<file path="src/rtl/mem_seq_pkg.sv">
// Shared definitions for the memory request sequencer: FSM encoding,
// legal core-count range and command-vector encodings.
package mem_seq_pkg;

    typedef enum logic [1:0] {
        IDLE  = 2'd0,
        ISSUE = 2'd1,
        DRAIN = 2'd2,
        DONE  = 2'd3
    } state_t;

    localparam int NOC_MIN = 1;
    localparam int NOC_MAX = 4;

    localparam logic [1:0] CMD_NONE     = 2'b00;
    localparam logic [1:0] CMD_SHARED   = 2'b01;
    localparam logic [1:0] CMD_DISTINCT = 2'b11;

endpackage

</file>
<file path="src/rtl/mem_seq_beat_counter.sv">
// Loadable down-counter; last is high when the count has reached zero,
// so loading N-1 gives exactly N cycles before last.
module mem_seq_beat_counter #(
    parameter int CW = 3
) (
    input  logic          i_clk,
    input  logic          i_rst,
    input  logic          load,
    input  logic [CW-1:0] load_val,
    input  logic          dec,
    output logic          last
);

    logic [CW-1:0] count;

    always_ff @(posedge i_clk or posedge i_rst) begin
        if (i_rst) begin
            count <= '0;
        end else if (load) begin
            count <= load_val;
        end else if (dec && (count != '0)) begin
            count <= count - 1'b1;
        end
    end

    assign last = (count == '0);

endmodule

</file>
<file path="src/rtl/mem_request_sequencer.sv">
// Turns one start pulse into a registered read/write command burst for the
// memory control unit, waits out read latency, then pulses done.
module mem_request_sequencer
    import mem_seq_pkg::*;
#(
    parameter int AW     = 16,
    parameter int DW     = 8,
    parameter int RD_LAT = 2,
    parameter int NOC_W  = 3
) (
    input  logic             i_clk,
    input  logic             i_rst,
    input  logic             i_start,
    input  logic             i_wr,
    input  logic             i_distinct,
    input  logic [NOC_W-1:0] i_noc,
    input  logic [AW-1:0]    i_ar1,
    input  logic [AW-1:0]    i_ar2,
    input  logic [AW-1:0]    i_ar3,
    input  logic [AW-1:0]    i_ar4,
    input  logic [DW-1:0]    i_dr1,
    input  logic [DW-1:0]    i_dr2,
    input  logic [DW-1:0]    i_dr3,
    input  logic [DW-1:0]    i_dr4,
    output logic [1:0]       o_read,
    output logic [1:0]       o_write,
    output logic [AW-1:0]    o_ar1,
    output logic [AW-1:0]    o_ar2,
    output logic [AW-1:0]    o_ar3,
    output logic [AW-1:0]    o_ar4,
    output logic [DW-1:0]    o_dr1,
    output logic [DW-1:0]    o_dr2,
    output logic [DW-1:0]    o_dr3,
    output logic [DW-1:0]    o_dr4,
    output logic [NOC_W-1:0] o_noc,
    output logic             o_busy,
    output logic             o_done,
    output logic             o_err
);

    localparam int CNT_MAX = (RD_LAT > NOC_MAX) ? RD_LAT : NOC_MAX;
    localparam int CW      = $clog2(CNT_MAX + 1);

    state_t        state, next_state;
    logic          wr_q, distinct_q;
    logic          accept, noc_legal, err_n;
    logic          cnt_load, cnt_dec, cnt_last;
    logic [CW-1:0] cnt_load_val;
    logic          wr_sel, dist_sel;
    logic [1:0]    cmd_n;

    assign noc_legal = (i_noc >= NOC_W'(NOC_MIN)) && (i_noc <= NOC_W'(NOC_MAX));

    mem_seq_beat_counter #(.CW(CW)) u_beat_counter (
        .i_clk    (i_clk),
        .i_rst    (i_rst),
        .load     (cnt_load),
        .load_val (cnt_load_val),
        .dec      (cnt_dec),
        .last     (cnt_last)
    );

    // The counter is reused: beats-1 on acceptance, RD_LAT-1 on entry to DRAIN.
    always_comb begin
        next_state   = state;
        accept       = 1'b0;
        err_n        = 1'b0;
        cnt_load     = 1'b0;
        cnt_load_val = '0;
        cnt_dec      = 1'b0;
        case (state)
            IDLE: begin
                if (i_start) begin
                    if (noc_legal) begin
                        accept       = 1'b1;
                        cnt_load     = 1'b1;
                        cnt_load_val = i_distinct ? (CW'(i_noc) - CW'(1)) : '0;
                        next_state   = ISSUE;
                    end else begin
                        err_n = 1'b1;
                    end
                end
            end
            ISSUE: begin
                if (cnt_last) begin
                    if (wr_q || (RD_LAT == 0)) begin
                        next_state = DONE;
                    end else begin
                        cnt_load     = 1'b1;
                        cnt_load_val = CW'(RD_LAT - 1);
                        next_state   = DRAIN;
                    end
                end else begin
                    cnt_dec = 1'b1;
                end
            end
            DRAIN: begin
                if (cnt_last) begin
                    next_state = DONE;
                end else begin
                    cnt_dec = 1'b1;
                end
            end
            DONE:    next_state = IDLE;
            default: next_state = IDLE;
        endcase
    end

    // On the accepting edge the latched copies are not yet valid, so
    // the first command beat is built from the live inputs.
    assign wr_sel   = accept ? i_wr       : wr_q;
    assign dist_sel = accept ? i_distinct : distinct_q;
    assign cmd_n    = dist_sel ? CMD_DISTINCT : CMD_SHARED;

    always_ff @(posedge i_clk or posedge i_rst) begin
        if (i_rst) begin
            state <= IDLE;
        end else begin
            state <= next_state;
        end
    end

    // All outputs are registered from next-state decode so the control
    // unit sees glitch-free levels aligned with the FSM state.
    always_ff @(posedge i_clk or posedge i_rst) begin
        if (i_rst) begin
            o_read     <= CMD_NONE;
            o_write    <= CMD_NONE;
            o_busy     <= 1'b0;
            o_done     <= 1'b0;
            o_err      <= 1'b0;
            wr_q       <= 1'b0;
            distinct_q <= 1'b0;
            o_noc      <= '0;
            o_ar1      <= '0;
            o_ar2      <= '0;
            o_ar3      <= '0;
            o_ar4      <= '0;
            o_dr1      <= '0;
            o_dr2      <= '0;
            o_dr3      <= '0;
            o_dr4      <= '0;
        end else begin
            o_read  <= ((next_state == ISSUE) && !wr_sel) ? cmd_n : CMD_NONE;
            o_write <= ((next_state == ISSUE) &&  wr_sel) ? cmd_n : CMD_NONE;
            o_busy  <= (next_state != IDLE);
            o_done  <= (next_state == DONE);
            o_err   <= err_n;
            if (accept) begin
                wr_q       <= i_wr;
                distinct_q <= i_distinct;
                o_noc      <= i_noc;
                o_ar1      <= i_ar1;
                o_ar2      <= i_ar2;
                o_ar3      <= i_ar3;
                o_ar4      <= i_ar4;
                o_dr1      <= i_dr1;
                o_dr2      <= i_dr2;
                o_dr3      <= i_dr3;
                o_dr4      <= i_dr4;
            end
        end
    end

endmodule
</file>
<file path="config.mk">
export PLATFORM = sky130hd
export DESIGN_NAME = mem_request_sequencer
export DESIGN_NICKNAME = d
export VERILOG_FILES = /design/src/rtl/mem_seq_pkg.sv /design/src/rtl/mem_seq_beat_counter.sv /design/src/rtl/mem_request_sequencer.sv
export SDC_FILE = /design/constraint.sdc
export NUM_CORES = 1
export LEC_CHECK = 0
export BUFFER_PORTS_ARGS = -buffer_cell sky130_fd_sc_hd__buf_2
export CAP_MARGIN = 20
export CORE_ASPECT_RATIO = 0.9
export CORE_MARGIN = 2
export CORE_UTILIZATION = 50
export DETAILED_ROUTE_END_ITERATION = 16
export GPL_TIMING_DRIVEN = 0
export MAX_ROUTING_LAYER = met4
export PLACE_DENSITY = 0.85
export SLEW_MARGIN = 20
export SYNTH_ARGS = -nofsm -noshare
export SYNTH_HDL_FRONTEND = slang
export SYNTH_SLANG_ARGS = --single-unit
</file>
<file path="constraint.sdc">
create_clock -name i_clk -period 9.76 [get_ports i_clk]
set_input_delay 1.952 -clock i_clk [delete_from_list [all_inputs] [get_ports i_clk]]
set_output_delay 1.952 -clock i_clk [all_outputs]
set_load 0.01 [all_outputs]
</file>
==> flow_summary.yaml, run 1 <==
synthesis:
  ys_seq_area_share_pct: 63.3
  synthesis.nets: 396
  synth.avg_cell_area_um2: 15.8
  ys.flop_type: "dfrtp_1"
  async_flop_share_pct: 100
  ys_types: 30
  ys_ff_latch: 113
  netlist_area_um2: 4470
  yosys_warnings: 0
  synth_enable_flop_cells: 0
  synthCells: 283
floorplan:
  die_h_um: 93.7
  core_area_um2: 8610
  start_util_pct: 51.9
  dieWidth_um: 104
  die_area_um2: 9700
  ioPinCount: 210
  rows: 32
critical_path:
  path_class: "input pin to flop"
  rrSetupSlack_ps: 7530
  worstPathMaxFanout: 10
  r2r-end: "o_noc[0]"
  reg2reg_from: "state[0]"
  crit_path_start_kind: "input pin"
  endpoint: "o_noc[0]"
  crit_path_start: "i_noc[1]"
  reg2reg_depth: 7
  cp.arrival_ps: 3620
  worstPathRequired_ps: 10130
  end_kind: "flop"
sta:
  min_period_over_period_pct: 33.4
  hold_viol_final: 0
  tightest_slew_ps: 500
  fin_worst_skew_ps: 8.21
  tns_ps: 0
  fin_crit_ps: 3260
  max_freq_ghz: 0.307
  drv_slew: 0
  setup_viol: 0
  rsz0062_at_grt: "no"
  relSlewSlack_pct: 66.7
layout:
  antennaDiodeCount: 0
  final_layout_size_suffix_gt1_share_pct: 61.9
  final_common_cell: "buf_2"
  fin_util_pct: 73.3
  area_growth_pct: 41.4
  mostFrequentLayoutCells: "buf_2 (215), dfrtp_1 (113), mux2_2 (69)"
  final_nets: 625
clock_network:
  cts_tree: "yes"
  postCtsResizedCells: 0
  clk_pin_slew_worst_paths_ps: 60
  htree_levels: 4
  clockRootBuffer: "clkbuf_8"
  ctsLongestPathBuffers: 2
  cts_hold_buf: 0
  cts_buffers: 17
  postCtsSetupBuffers: 0
  clock_latency_ps: 490
  clock_sink_count: 113
global_route:
  grt_pass1_wl_mm: 15.4
  grt_use_total_pct: 21.1
  overflow: 0
  grt_pass1_vias: 3157
  grt_start_max_net_pins: 61
  antenna_found_initial: 0
routing:
  drc_errors: 0
  post_drt_via_cell_ratio: 4.89
  drt_iter0_markers: 111
  highest_layer: "met4"
  wl_met1_mm: 4.16
  wl_per_cell_um: 15.2
  antenna_left: 0
  wl_met2_mm: 4.89
  vias: 3152
  wl_met3_um: 595
  drt_pre_antenna_iters: 4
  wl_mm: 9.78
run_status:
  status: "finished clean"
placed_design:
  gp_congestion: 0.808
  hpwl_mm: 7.29
  port_buffers: 209
power:
  p_leak_uw: 0.00315
  ir_worst_vdd_v: 0.000204
  powerDensity_nw_per_um2: 352
flow_run:
  maxCapViolations: 0
worst_hold_path:
  hp-class: "flop to flop"
## cells in the mapped netlist, drive strengths merged, types with 2 or more instances
cell type / count / area share, %
o21ai: 3 / 0.34
nor4: 3 / 0.70
buf: 11 / 1.9
nor2b: 2 / 0.28
nand2: 3 / 0.25
nor3: 5 / 0.81
nand2b: 3 / 0.42
nand3: 2 / 0.22
mux2: 99 / 25
a21oi: 3 / 0.34
dfrtp: 113 / 63
mux2i: 3 / 0.67
ha: 9 / 2.5
inv: 12 / 1.0
## sequential cells by signal, summed over array words and instances (netlist names)
| name | cells |
|---|---|
| o_ar1 | 16 |
| o_ar2 | 16 |
| o_ar3 | 16 |
| o_ar4 | 16 |
| o_dr1 | 8 |
| o_dr2 | 8 |
| o_dr3 | 8 |
| o_dr4 | 8 |
| o_noc | 3 |
| u_beat_counter.count | 3 |
| o_read | 2 |
| o_write | 2 |
| state | 2 |
| distinct_q | 1 |
| o_busy | 1 |
| o_done | 1 |
| o_err | 1 |
| wr_q | 1 |
## worst max-delay path, cell delays in order
cell    delay (ps)
buf_2          130
inv_1           90
ha_1           180
nor4_2          60
nor3_4         450
buf_6          240
buf_6          170
mux2_1         330
## worst min path at each step
stage                    start          to  cells past startpoint
finish                o_dr4[2]    o_dr4[2]                      1
global route         o_ar1[13]   o_ar1[13]                      1
CTS                  o_ar1[13]   o_ar1[13]                      1
detailed placement   o_ar1[13]   o_ar1[13]                      1
global placement     o_ar2[13]   o_ar2[13]                      1
floorplan           distinct_q  distinct_q                      2
## metrics by stage
step                      setup slack [ps]  power [µW]  instances  hold slack [ps]  cell area [µm²]
after CTS                             6490        2240        644              481             6310
after global routing                  6410        2340        644              491             6310
final                                 6500        2220        644              478             6310
after detailed placement              5980        1600        612              469             5690
after global placement                3750        1560        611              462             5660
after floorplan                       4820        1260        283              480             4470
## metal layers
layer  track usage [%]  up-vias
li1                  -     1466
met1              25.9     1540
met2              33.6      136
met3              6.24       10
met4              7.88        0
met5                 -        -
## layout make-up
class	count	area, µm²
timing repair buffer	210	1070
sequential	113	2830
inverter	12	50.0
clock inverter	10	156
multi-input combinational	147	1510
tap	119	149
fill	560	2300
buffer	11	86.3
clock buffer	22	463
## power by group
group | switching [µW] | leakage (µW) | internal (µW)
Sequential | 110 | 0.00135 | 706
Combinational | 380 | 0.00150 | 388
Clock | 202 | 0.000305 | 433
Total | 693 | 0.00315 | 1530
## kinds of logic after synthesis
kind of cell	Yosys count	share of synthesized area, %
muxes	102	25.6
AOI/OAI and AO/OA	13	1.93
adders and majority gates	9	2.52
and+or+nand+nor	21	3.25
buffers and inverters	23	2.94
xor gates and xnor gates	2	0.392
DFF	113	63.3
Power figures use the tool's default switching activity.
==> run 2: changes to the inputs <==
--- a/config.mk
+++ b/config.mk
@@ -5,15 +5,16 @@
 export SDC_FILE = /design/constraint.sdc
 export NUM_CORES = 1
 export LEC_CHECK = 0
+export ABC_AREA = 1
 export BUFFER_PORTS_ARGS = -buffer_cell sky130_fd_sc_hd__buf_2
 export CAP_MARGIN = 20
 export CORE_ASPECT_RATIO = 0.9
 export CORE_MARGIN = 2
-export CORE_UTILIZATION = 50
+export CORE_UTILIZATION = 47
 export DETAILED_ROUTE_END_ITERATION = 16
 export GPL_TIMING_DRIVEN = 0
 export MAX_ROUTING_LAYER = met4
-export PLACE_DENSITY = 0.85
+export PLACE_DENSITY = 0.8
 export SLEW_MARGIN = 20
 export SYNTH_ARGS = -nofsm -noshare
 export SYNTH_HDL_FRONTEND = slang
==> constraint.sdc (replaced) <==
create_clock -name i_clk -period 3.3 [get_ports i_clk]
set_input_delay 0.66 -clock i_clk [delete_from_list [all_inputs] [get_ports i_clk]]
set_output_delay 0.66 -clock i_clk [all_outputs]
set_load 0.01 [all_outputs]
==> flow_summary.yaml, run 2 <==
placed_design:
  gp_congestion: 0.871
  port_buffers: 209
  hpwl_mm: 8.40
synthesis:
  synth_enable_flop_cells: 0
  netlist_area_um2: 4600
  synthesis.nets: 635
  async_flop_share_pct: 100
  ys_seq_area_share_pct: 61.4
  synthCells: 522
  synth.avg_cell_area_um2: 8.82
  ys_types: 23
  yosys.cell_count.top_type: "nand2_1"
  synth_area_leader_cell: "dfrtp_1"
  synth_commonest_cells: "nand2_1 (309), dfrtp_1 (113), inv_1 (23), nor2_1 (14), buf_2 (11)"
  ys_ff_latch: 113
  synth_top_area_share_pct: 61.4
  ys.flop_type: "dfrtp_1"
  yosys_warnings: 0
  synth.area.top_cells: "dfrtp_1 (61%), nand2_1 (25%), ha_1 (2.4%), buf_6 (2.2%), inv_1 (1.9%)"
sta:
  rsz0062_at_grt: "no"
  relSlewSlack_pct: 75.9
  hold_viol_final: 0
  fin_crit_ps: 1880
  min_period_over_period_pct: 57.0
  setup_viol: 0
  tightest_slew_ps: 361
  drv_slew: 0
  max_freq_ghz: 0.532
  fin_worst_skew_ps: 9.27
  tns_ps: 0
critical_path:
  rrSetupSlack_ps: 1420
  reg2reg_depth: 10
  cp.arrival_ps: 2310
  r2r-end: "o_ar1[8]"
  worstPathMaxFanout: 10
  max_stage_delay_ps: 400
  cp_common_cell: "nand2_1"
  reg2reg_from: "state[0]"
  end_kind: "flop"
  path_class: "flop to flop"
  worstPathRequired_ps: 3730
  path_cells: "inv_1 > ha_1 > nand2_1 > clkinv_1 > nand3_2 > inv_2 > buf_6 > buf_2 > nand2_1 > nand2_1"
  crit_path_start_kind: "flop"
  cpMaxStageDelayCell: "dfrtp_1"
routing:
  vias: 4172
  antenna_left: 0
  wl_mm: 11.4
  drt_pre_antenna_iters: 4
  wl_per_cell_um: 12.7
  post_drt_via_cell_ratio: 4.68
  drt_iter0_markers: 193
  drc_errors: 0
power:
  ir_worst_vdd_v: 0.000550
  powerDensity_nw_per_um2: 988
  p_sw_share_pct: 35.3
  p_sw_uw: 2260
  p_leak_uw: 0.00387
  p_comb_share_pct: 34.5
  p_int_uw: 4140
  power_frac_clock_pct: 28.5
  p_seq_share_pct: 37.0
layout:
  antennaDiodeCount: 0
  final_nets: 866
  mostFrequentLayoutCells: "nand2_1 (309), buf_2 (220), dfrtp_1 (113)"
  final_common_cell: "nand2_1"
  fin_util_pct: 67.3
  final_layout_size_suffix_gt1_share_pct: 35.8
  area_growth_pct: 40.6
global_route:
  overflow: 0
  grt_pass1_vias: 3944
  grt_pass1_wl_mm: 18.3
  grt_start_max_net_pins: 37
  grt_use_total_pct: 22.7
  antenna_found_initial: 0
clock_network:
  clk_pin_slew_worst_paths_ps: 60
  postCtsSetupBuffers: 0
  clockRootBuffer: "clkbuf_8"
  ctsLongestPathBuffers: 2
  clock_sink_count: 113
  cts_buffers: 17
  htree_levels: 4
  postCtsResizedCells: 0
  cts_tree: "yes"
  clock_latency_ps: 500
  cts_hold_buf: 0
flow_run:
  maxCapViolations: 0
floorplan:
  dieWidth_um: 108
  core_area_um2: 9610
  ioPinCount: 210
  die_h_um: 97.9
  rows: 34
  die_area_um2: 10600
  start_util_pct: 47.9
run_status:
  status: "finished clean"
worst_hold_path:
  hp-class: "input pin to async pin"
run 2: changes by cell type after synthesis, sizes merged, moves of 5 or more:
cell,delta
nand2,+309
mux2,-99
nor2,+14
inv,+13
buf,+10
nand3,+5
nor3,-5
run 2: cell families after synthesis:
| kind of cell | count (synthesis) | share of synthesized area, % |
|---|---|---|
| simple gates | 339 | 28.5 |
| compound gates | 11 | 1.39 |
| xor+xnor | 2 | 0.381 |
| flops | 113 | 61.4 |
| buf+inv | 48 | 5.92 |
| fa+ha+maj | 9 | 2.45 |
run 2: per-stage QoR:
| step | cells | power, µW | hold WS [ps] | setup WS, ps | area [µm²] |
|---|---|---|---|---|---|
| after detailed placement | 860 | 4590 | 461 | 1140 | 5870 |
| after floorplan | 522 | 3630 | 479 | 1270 | 4610 |
| final | 892 | 6390 | 140 | 1420 | 6470 |
| after global placement | 857 | 4500 | 457 | 623 | 5810 |
| after global routing | 892 | 6880 | 133 | 1240 | 6470 |
| after CTS | 892 | 6450 | 127 | 1390 | 6470 |
run 2: cell type report:
class / instances / area, µm²
inverters: 26 / 101
plain buffers: 22 / 175
multi-input cells: 361 / 1500
fillers: 773 / 3140
clock buffers: 20 / 445
repair buffers: 212 / 1110
well taps: 126 / 158
flip-flops and latches: 113 / 2830
clock inverters: 12 / 156
run 2: worst max-delay path: cells and delay by family (launching register included):
family / cells / cell delay (ps)
adder cells (fa/ha/maj): 1 / 250
buffers and inverters: 5 / 810
flip-flops: 1 / 400
AND/OR/NAND/NOR: 4 / 350
run 2: how the worst max path moves through the flow:
stage,end,startpoint
after global placement,o_ar2[15],i_rst
after CTS,o_ar1[7],state[0]
final,o_ar1[8],state[0]
after global routing,o_ar1[11],state[0]
after detailed placement,o_ar1[7],i_noc[1]
after floorplan,distinct_q,i_rst
run 2: power by group through the flow:
stage                     clock network (µW)  logic (µW)  registers (µW)
after floorplan                            0         970            2660
after global placement                     0        2150            2350
after detailed placement                   0        2220            2370
after CTS                               1860        2230            2360
after global routing                    1940        2490            2450
final                                   1820        2200            2370
run 2: routing by layer:
layer	part of all wire (%)	GRT usage, %	vias to the layer above
li1	-	-	2041
met1	42	27.4	1941
met2	48	35.8	170
met3	8.3	6.48	20
met4	2.1	9.17	0
met5	0	-	-
==> run 3: changes to the inputs <==
==> constraint.sdc (replaced) <==
create_clock -name i_clk -period 1.8 [get_ports i_clk]
set_input_delay 0.36 -clock i_clk [delete_from_list [all_inputs] [get_ports i_clk]]
set_output_delay 0.36 -clock i_clk [all_outputs]
set_load 0.01 [all_outputs]
==> flow_summary.yaml, run 3 (synthesis gave the netlist of run 2 again) <==
sta:
  relSlewSlack_pct: 75.9
  drv_slew: 0
  min_period_over_period_pct: 94.0
  fin_crit_ps: 1690
  hold_viol_final: 0
  fin_ws_ps: 108
  tns_ps: 0
  setup_viol: 0
  fin_worst_skew_ps: 7.72
  timing.hold.ws_ps: 47.9
  tightest_slew_ps: 360
  max_freq_ghz: 0.591
clock_network:
  clk_pin_slew_worst_paths_ps: 60
  clock_latency_ps: 500
  clockRootBuffer: "clkbuf_8"
  htree_levels: 4
  cts_tree: "yes"
  ctsLongestPathBuffers: 2
  cts_buffers: 17
  clock_sink_count: 113
global_route:
  antenna_found_initial: 0
  overflow: 0
  grt_pass1_wl_mm: 18.4
  grt_use_total_pct: 22.8
  grt_start_max_net_pins: 37
  grt_pass1_vias: 3974
floorplan:
  rows: 34
  ioPinCount: 210
  die_h_um: 97.9
  dieWidth_um: 108
  start_util_pct: 47.9
  core_area_um2: 9610
  die_area_um2: 10600
critical_path:
  cpMaxStageDelayCell: "dfrtp_1"
  reg2reg_from: "state[0]"
  critical-path-top-delay-family: "buffers and inverters"
  path_cells: "inv_2 > ha_4 > nand2_1 > inv_2 > nand3_2 > buf_6 > buf_8 > buf_6 > nand2_1 > nand2_1"
  endpoint: "o_ar1[9]"
  worstPathRequired_ps: 2190
  crit_cells: 10
  path_buf_inv: 5
  reg2reg_depth: 10
  cp_common_cell: "nand2_1"
  cp.arrival_ps: 2080
  path_class: "flop to flop"
  crit_path_start: "state[0]"
  crit_path_start_kind: "flop"
  max_stage_delay_ps: 410
  worstPathMaxFanout: 10
  rrSetupSlack_ps: 110
  r2r-end: "o_ar1[9]"
  end_kind: "flop"
power:
  p_total_uw: 11800
  ir_worst_vdd_v: 0.00101
  p_leak_uw: 0.00389
  powerDensity_nw_per_um2: 1810
layout:
  final_common_cell: "nand2_1"
  final_layout_size_suffix_gt1_share_pct: 36.5
  area_growth_pct: 41.7
  fillers: 764
  antennaDiodeCount: 0
  mostFrequentLayoutCells: "nand2_1 (309), buf_2 (217), dfrtp_1 (113)"
  final_nets: 869
run_status:
  status: "finished clean"
placed_design:
  gp_congestion: 0.871
  port_buffers: 209
  dp_slack_ps: -82.3
  hpwl_mm: 8.40
routing:
  wl_per_cell_um: 12.8
  post_drt_via_cell_ratio: 4.68
  antenna_left: 0
  drc_errors: 0
  drt_pre_antenna_iters: 4
  wl_mm: 11.5
  drt_iter0_markers: 204
  vias: 4191
flow_run:
  maxCapViolations: 0
worst_hold_path:
  hp-class: "input pin to flop"
## run 3: cell count changes in the layout (fill, tap and decap cells not counted), sizes merged
| cell | delta |
|---|---|
| buf | +2 |
| clkinv | -1 |
| dlygate4sd3 | +1 |
| inv | +1 |
## run 3: worst min path at each step
| stage | cells past startpoint | endpoint | slack (ps) | start |
|---|---|---|---|---|
| after floorplan | 2 | o_ar1[0] | 470 | i_ar1[0] |
| after global placement | 2 | o_dr4[4] | 460 | o_dr4[4] |
| final | 3 | o_ar3[5] | 50 | i_ar3[5] |
| after global routing | 3 | o_dr4[5] | 30 | i_dr4[5] |
| after CTS | 3 | o_dr3[4] | 30 | i_dr3[4] |
| after detailed placement | 2 | o_ar1[10] | 360 | i_rst |
## run 3: worst reg2reg max path, delay by kind of cell (launching register included)
| family | cells | cell delay [ps] |
|---|---|---|
| fa+ha+maj | 1 | 170 |
| buf+inv | 5 | 670 |
| simple gates | 4 | 320 |
| flops | 1 | 410 |
## run 3: where the power goes
group / total, µW / switching (µW) / internal [µW]
Combinational: 4120 / 2390 / 1730
Clock: 3350 / 1160 / 2180
Sequential: 4350 / 621 / 3730
## run 3: layout make-up
class	instances	area (µm²)	area share (%)
Sequential cell	113	2830	43.4
Inverter	26	104	1.59
Tap cell	126	158	2.42
Buffer	22	184	2.82
Multi-Input combinational cell	361	1520	23.2
Timing Repair Buffer	215	1130	17.3
Clock inverter	12	156	2.40
Clock buffer	20	445	6.83
## run 3: routing by layer
layer  up-vias  share of wire [%]  GRT usage, %
li1       2047                  -             -
met1      1954                 42          27.5
met2       169                 48          36.2
met3        21                8.0          6.48
met4         0                2.2          9.17
met5         -                  0             -
## run 3: metrics by stage
stage / std cells / instance area (µm²) / utilization, %
floorplan: 522 / 4610 / -
global placement: 857 / 5810 / 60.5
detailed placement: 860 / 5870 / 61.1
CTS: 893 / 6500 / 67.6
global route: 895 / 6520 / 67.8
finish: 895 / 6520 / 67.8
## run 3: timing repair
item / 4_1_cts / 5_1_grt
hold buffers: 1 / 0
endpoints found under the hold margin: 13 / 0
setup endpoints to repair: 41 / 84
setup buffers: 0 / 2
gates resized for setup: 6 / 4
